===== src/rtl/mem_request_arbiter.sv =====
// mem_request_arbiter
// Shares one single-ported unified RAM between the instruction-fetch and the
// data (load/store) requesters. Data wins by default; a fetch that has been
// waiting through MAX_DSTREAK back-to-back data grants is served next.
// Every grant is registered. While an access is outstanding, the RAM address,
// store data and strobes come only from the latched copy, so they stay stable.
//
// Ports
//   CLK, nRST              clock (rising edge), async active-low reset
//   iREN, iaddr            fetch request / address
//   iwait, iload           fetch completion (low for one cycle) / fetched word
//   dREN, dWEN             data read / write request (write wins if both set)
//   daddr, dstore          data address / store data
//   dwait, dload           data completion (low for one cycle) / loaded word
//   ramREN, ramWEN         RAM read / write strobes
//   ramaddr, ramstore      RAM address / write data
//   ramload, ramstate      RAM read data / status (0 FREE,1 BUSY,2 ACCESS,3 ERROR)
//   streak                 consecutive data grants while a fetch waits (debug)
//
// state   | meaning
// IDLE    | no access outstanding, arbitrating
// IFETCH  | fetch read running on the RAM
// DACCESS | data read or write running on the RAM
module mem_request_arbiter #(
  parameter int ADDR_W      = 32,
  parameter int DATA_W      = 32,
  parameter int MAX_DSTREAK = 4
) (
  input  logic              CLK,
  input  logic              nRST,
  input  logic              iREN,
  input  logic [ADDR_W-1:0] iaddr,
  output logic              iwait,
  output logic [DATA_W-1:0] iload,
  input  logic              dREN,
  input  logic              dWEN,
  input  logic [ADDR_W-1:0] daddr,
  input  logic [DATA_W-1:0] dstore,
  output logic              dwait,
  output logic [DATA_W-1:0] dload,
  output logic              ramREN,
  output logic              ramWEN,
  output logic [ADDR_W-1:0] ramaddr,
  output logic [DATA_W-1:0] ramstore,
  input  logic [DATA_W-1:0] ramload,
  input  logic [1:0]        ramstate,
  output logic [3:0]        streak
);

  typedef enum logic [1:0] {IDLE, IFETCH, DACCESS} state_t;

  localparam logic [1:0] RAM_ACCESS = 2'd2;
  localparam logic [3:0] STREAK_MAX = 4'(MAX_DSTREAK);

  state_t            r_state;
  state_t            w_next;
  logic              r_op;      // 1 = write
  logic [ADDR_W-1:0] r_addr;
  logic [DATA_W-1:0] r_data;
  logic [3:0]        r_streak;

  logic w_done;
  logic w_dreq;
  logic w_grant_d;
  logic w_grant_i;
  logic w_i_done;
  logic w_d_done;

  assign w_done   = (ramstate == RAM_ACCESS);
  assign w_dreq   = dREN | dWEN;
  assign w_i_done = (r_state == IFETCH)  && w_done;
  assign w_d_done = (r_state == DACCESS) && w_done;

  always_comb begin
    w_next    = r_state;
    w_grant_d = 1'b0;
    w_grant_i = 1'b0;
    case (r_state)
      IDLE: begin
        // A saturated streak hands the next slot to a waiting fetch.
        if (w_dreq && !(iREN && (r_streak == STREAK_MAX))) begin
          w_next    = DACCESS;
          w_grant_d = 1'b1;
        end else if (iREN) begin
          w_next    = IFETCH;
          w_grant_i = 1'b1;
        end
      end
      IFETCH:  if (w_done) w_next = IDLE;
      DACCESS: if (w_done) w_next = IDLE;
      default: w_next = IDLE;
    endcase
  end

  always_ff @(posedge CLK or negedge nRST) begin
    if (!nRST) begin
      r_state  <= IDLE;
      r_op     <= 1'b0;
      r_addr   <= '0;
      r_data   <= '0;
      r_streak <= '0;
    end else begin
      r_state <= w_next;
      if (w_grant_d) begin
        r_op   <= dWEN;
        r_addr <= daddr;
        r_data <= dstore;
      end else if (w_grant_i) begin
        r_op   <= 1'b0;
        r_addr <= iaddr;
      end
      if (w_i_done) begin
        r_streak <= '0;
      end else if (w_d_done) begin
        // Only counts while a fetch is actually waiting; saturates at the bound.
        if (!iREN)
          r_streak <= '0;
        else if (r_streak != STREAK_MAX)
          r_streak <= r_streak + 4'd1;
      end
    end
  end

  always_comb begin
    ramREN   = (r_state == IFETCH) || ((r_state == DACCESS) && !r_op);
    ramWEN   = (r_state == DACCESS) && r_op;
    ramaddr  = r_addr;
    ramstore = r_data;
    iwait    = !w_i_done;
    dwait    = !w_d_done;
    iload    = w_i_done ? ramload : '0;
    dload    = (w_d_done && !r_op) ? ramload : '0;
    streak   = r_streak;
  end

endmodule


===== config.mk =====
export PLATFORM = sky130hd
export DESIGN_NAME = mem_request_arbiter
export DESIGN_NICKNAME = d
export VERILOG_FILES = /design/src/rtl/mem_request_arbiter.sv
export SDC_FILE = /design/constraint.sdc
export NUM_CORES = 1
export LEC_CHECK = 0
export CAP_MARGIN = 20
export CORE_AREA = 2 2 106 108
export DETAILED_ROUTE_END_ITERATION = 16
export DIE_AREA = 0 0 108 110
export GPL_TIMING_DRIVEN = 0
export PLACE_DENSITY = 0.87
export SKIP_CTS_REPAIR_TIMING = 1
export SLEW_MARGIN = 20
export SYNTH_ARGS = -nofsm -noshare
export SYNTH_HDL_FRONTEND = slang
export SYNTH_SLANG_ARGS = --single-unit

===== constraint.sdc =====
create_clock -name CLK -period 5.5 [get_ports CLK]
set_clock_uncertainty 0.1 [all_clocks]
set_input_delay 0.55 -clock CLK [delete_from_list [all_inputs] [get_ports CLK]]
set_output_delay 0.55 -clock CLK [all_outputs]
set_load 0.005 [all_outputs]

### Yosys cells after proc, flatten, opt, wreduce, memory -nomap -nowiden

Cells that the tools add are included.

* flip-flop bits (word level): 71
* input bits: 135
* output and inout port bits: 136
* word-level logic and storage cells: 52

* add/sub/neg operators: 1
* equality and inequality tests: 8
* mux-type cells: 19
* bitwise logic cells: 1
* reduce and logical (&&, ||, !) cells: 18

Operator list (count)
* $mux 32: 4
* $mux 4: 4
* $logic_and 1x1->1: 7
* $mux 1: 7
* $mux 2: 3
* $add 4x1->4 const B: 1
* $eq 2x2->1 const B: 2
* $eq 4x3->1 const B: 1
* $logic_not 1->1: 4
* $ne 4x3->1 const B: 1
* $pmux 2 s2: 1
* $reduce_and 2->1: 2
* $reduce_bool 2->1: 2
* $ne 3x1->1 const B: 1
* $ne 3x3->1 const B: 1
* $eq 2x1->1 const B: 1
* $logic_not 2->1: 1
* $ne 2x1->1 const B: 1
* $reduce_or 2->1: 1
* $logic_or 1x1->1: 1
* $or 1x1->1: 1

### Longest topological paths before layout

* depth in word-level cells: 8
* mapped depth: 7
* depth with buffers taken out: 6

### Worst setup path after synthesis

OpenSTA, ideal clock, no wires.

* path type: input to output
* start point: in ramstate[0]
* end point: out iload[26]
* arrival: 1.423 ns
* data required time: 4.850 ns
* setup slack: 3.427 ns
* stages: 4
* buffers on the path: 1
* cell sequence: nand2b_1 nor2_1 clkbuf_1 and2_1

* word-level cells in the longest chain between the ends: 3

RTL lines
* start: declaration: RTL line 46 `input logic [1:0] ramstate,`
* $eq 2x2->1: RTL line 69 `assign w_done = (ramstate == RAM_ACCESS);`
* $logic_and 1x1->1: RTL line 71 `assign w_i_done = (r_state == IFETCH) && w_done;`
* $mux 32: RTL line 131 `iload = w_i_done ? ramload : '0;`
* end: declaration: RTL line 34 `output logic [DATA_W-1:0] iload,`

No other way between the ends.

### Worst setup path in the final report

* start point: in ramstate[0]
* end point: out iload[13]

The elaborated chain is that of the path after synthesis.

==> run_results.csv <==
group,metric,value,unit
logic_synthesis,yosysTopAreaCell,"dfrtp_1",
timing,tns,0,ns
placement,hpwl,12200,um
routing,avgViaCountPerCell,4.98,
critical_path,critPathBufInv,3,
logic_synthesis,synth_seq_area_share,48.1,%
placement,place.gp.congestion,0.877,
floorplan,dieArea,11900,sq um
critical_path,cp_max_fo,10,
cts,clock_path_buffers,2,
critical_path,cp_top_family,"buffers and inverters",
global_routing,grt_pass1_wl,21800,um
timing,fmax,291,MHz
logic_synthesis,synth_common_cells,"dfrtp_1 (71), and2_1 (65), nand2_1 (38)",
cts,cts.sinks,71,
logic_synthesis,async_flop_share,100,%
logic_synthesis,synth_ff_type,"dfrtp_1",
routing,via_count,3999,
run,cap_violations,0,
critical_path,r2r_slack,3.34,ns
routing,drtIter0Drc,128,
cts,htree_levels,3,
routing,post_drt_wl_per_cell,18.7,um
logic_synthesis,ys_ff_latch,71,
global_routing,grtUsageTotal,24.3,%
timing,worstMarginPinSlew,0.587,ns
worst_hold_path,min_path_type,"input pin to asynchronous set/reset pin",
critical_path,cp.required,4.85,ns
cts,cts_tree,"built",
global_routing,grt_max_degree,39,
logic_synthesis,synth_edf_count,0,
logic_synthesis,post-synth-top-count-cell,"dfrtp_1",
timing,fin_hold_ws,0.0593,ns
timing,slew_headroom,60.7,%
cts,clkTransAtPathRegs,0.08,ns
timing,setup_viol,0,
pwr,total_power,2.96,mW
logic_synthesis,synth.avg_cell_area,9.82,sq um
floorplan,io-pin-count,271,
cts,cts-root-buf,"clkbuf_8",
critical_path,crit_slowest_cell,"clkdlybuf4s50_1",
global_routing,grt_pass1_vias,4121,
global_routing,grt_overflow,0,
finish,stdcell_count,803,
global_routing,antenna_found_initial,1,
timing,final_hold_viol_count,0,
critical_path,cp_data_arrival_time,2.79,ns
floorplan,row_count,38,
critical_path,path_cells,"clkdlybuf4s50_1 -> nand2b_1 -> nor2_1 -> clkbuf_1 -> and2_1 -> clkdlybuf4s50_1",
floorplan,start_util,34.5,%
floorplan,core_area,10700,sq um
logic_synthesis,syn-cell-area,3690,sq um
floorplan,dieHeight,110,um
logic_synthesis,synth_cell_types,29,
timing,setup_ws,2.06,ns
finish,drive_above_1_share,8.91,%
cts,clk_latency,0.34,ns
placement,post-place-ws,2.06,ns
timing,rsz0062_at_grt,"no",
logic_synthesis,synth.area.top_cells,"dfrtp_1 (48%), and2_1 (11%), mux2_2 (9.8%)",
logic_synthesis,synth_cells,376,
timing,period_share,62.5,%
critical_path,endpoint_kind,"primary output",
critical_path,critPathKind,"input pin to primary output",
logic_synthesis,syn_nets,516,
critical_path,cpMostUsedCell,"clkdlybuf4s50_1",
pwr,p_per_area,438,nW/um^2
pwr,leakage,2.72,nW
logic_synthesis,synth_top_area_share,48.1,%
placement,port_buffers,269,
critical_path,worst_r2r_endpoint,"ramstore[4]$_DFFE_PN0N_",
pwr,ir_worst_vdd,207,uV
routing,routed_wl,15000,um
timing,fin_crit,3.44,ns
floorplan,die-width,108,um
critical_path,reg2reg_from,"streak[0]$_DFFE_PN0P_",
timing,slew_viol_final,0,
outcome,status,"finished, final reports clean",
critical_path,cp-start-kind,"input pin",
finish,syn2layout_area_growth,83.3,%
routing,first_pass_iters,4,
cts,cts_buffers,9,
routing,ant_nets,0,
finish,final_nets,797,
critical_path,reg2reg_depth,6,
placement,place_inst,786,
critical_path,cpPeakStageDelay,0.51,ns
routing,drc,0,
logic_synthesis,synth_warnings,0,
-- through the flow --
step	instance area, sq um	util [%]
after CTS	6770	63.3
after global routing	6770	63.3
after global placement	6560	61.3
after floorplan	3690	-
after detailed placement	6580	61.5
final	6770	63.3
-- worst max path at each step --
stage                start                     to  slack (ns)  cells past startpoint
6_report       ramstate[0]              iload[13]        2.06                      6
5_1_grt        ramstate[0]              iload[13]        1.87                      6
4_1_cts        ramstate[0]              iload[13]        2.05                      6
3_5_place_dp   ramstate[0]              iload[10]        2.06                      6
3_3_place_gp          nRST  streak[1]$_DFFE_PN0P_        1.48                      1
2_1_floorplan  ramstate[0]              iload[26]        3.43                      4
-- cell type report --
class / instances / area [sq um]
clock inverter: 6 / 61.3
clock buffer: 10 / 128
tap: 140 / 175
buffer: 30 / 144
inverter: 7 / 26.3
sequential: 71 / 1780
fill: 903 / 3930
timing repair buffer: 270 / 2710
multi-input combinational: 268 / 1750
antenna: 1 / 2.50
-- power breakdown --
group / total [mW] / internal, mW / switching, mW
sequential: 0.943 / 0.789 / 0.155
combinational: 1.62 / 0.945 / 0.674
clock: 0.402 / 0.208 / 0.194
total: 2.96 / 1.94 / 1.02
-- cell usage in the layout, fill, tap and decap left out --
cell and n:
or4_1 1, clkinv_4 1, clkinv_2 3, clkbuf_8 9, buf_2 4, o31ai_1 33, nand4_1 2, clkinvlp_4 1
nor2_1 4, nand4b_2 1, clkbuf_1 18, nor3_1 33, o21a_1 1, nand2b_1 3, nand3_1 2, buf_12 1
and3b_1 1, buf_6 2, a22o_1 1, bufinv_16 1, nor2b_1 1, clkdlybuf4s50_1 268, and4b_1 1, a21oi_1 35
buf_4 4, a31oi_1 1, diode_2 1, o21ai_0 4, inv_1 7, a32o_1 3, buf_1 4, nand2_1 38
o32a_1 1, mux2_2 32, and2_1 65, ha_1 5, dfrtp_1 71
-- kinds of logic (layout without fill, tap and decap cells) --
logic type | Yosys count | in the layout | synth area share (%)
fa+ha+maj | 5 | 5 | 1.69
simple gates | 152 | 152 | 22.2
buf+inv | 37 | 323 | 4.61
flops | 71 | 71 | 48.1
compound gates | 79 | 79 | 13.7
mux | 32 | 32 | 9.76
other cells | 0 | 1 | 0
-- layer usage --
| layer | GRT usage [%] | wire length (um) | vias to the layer above |
|---|---|---|---|
| met5 | 0 | 0 | - |
| met4 | 9.07 | 447 | 0 |
| met3 | 7.52 | 1230 | 29 |
| met2 | 44.1 | 7740 | 199 |
| met1 | 26.8 | 5600 | 1899 |
| li1 | - | - | 1872 |
-- state kept, by name, summed over array words and instances, names as in the netlist --
name	cells
streak	4
r_op	1
ramstore	32
ramaddr	32
r_state	2
No activity file was read; power rests on OpenSTA's default activity.
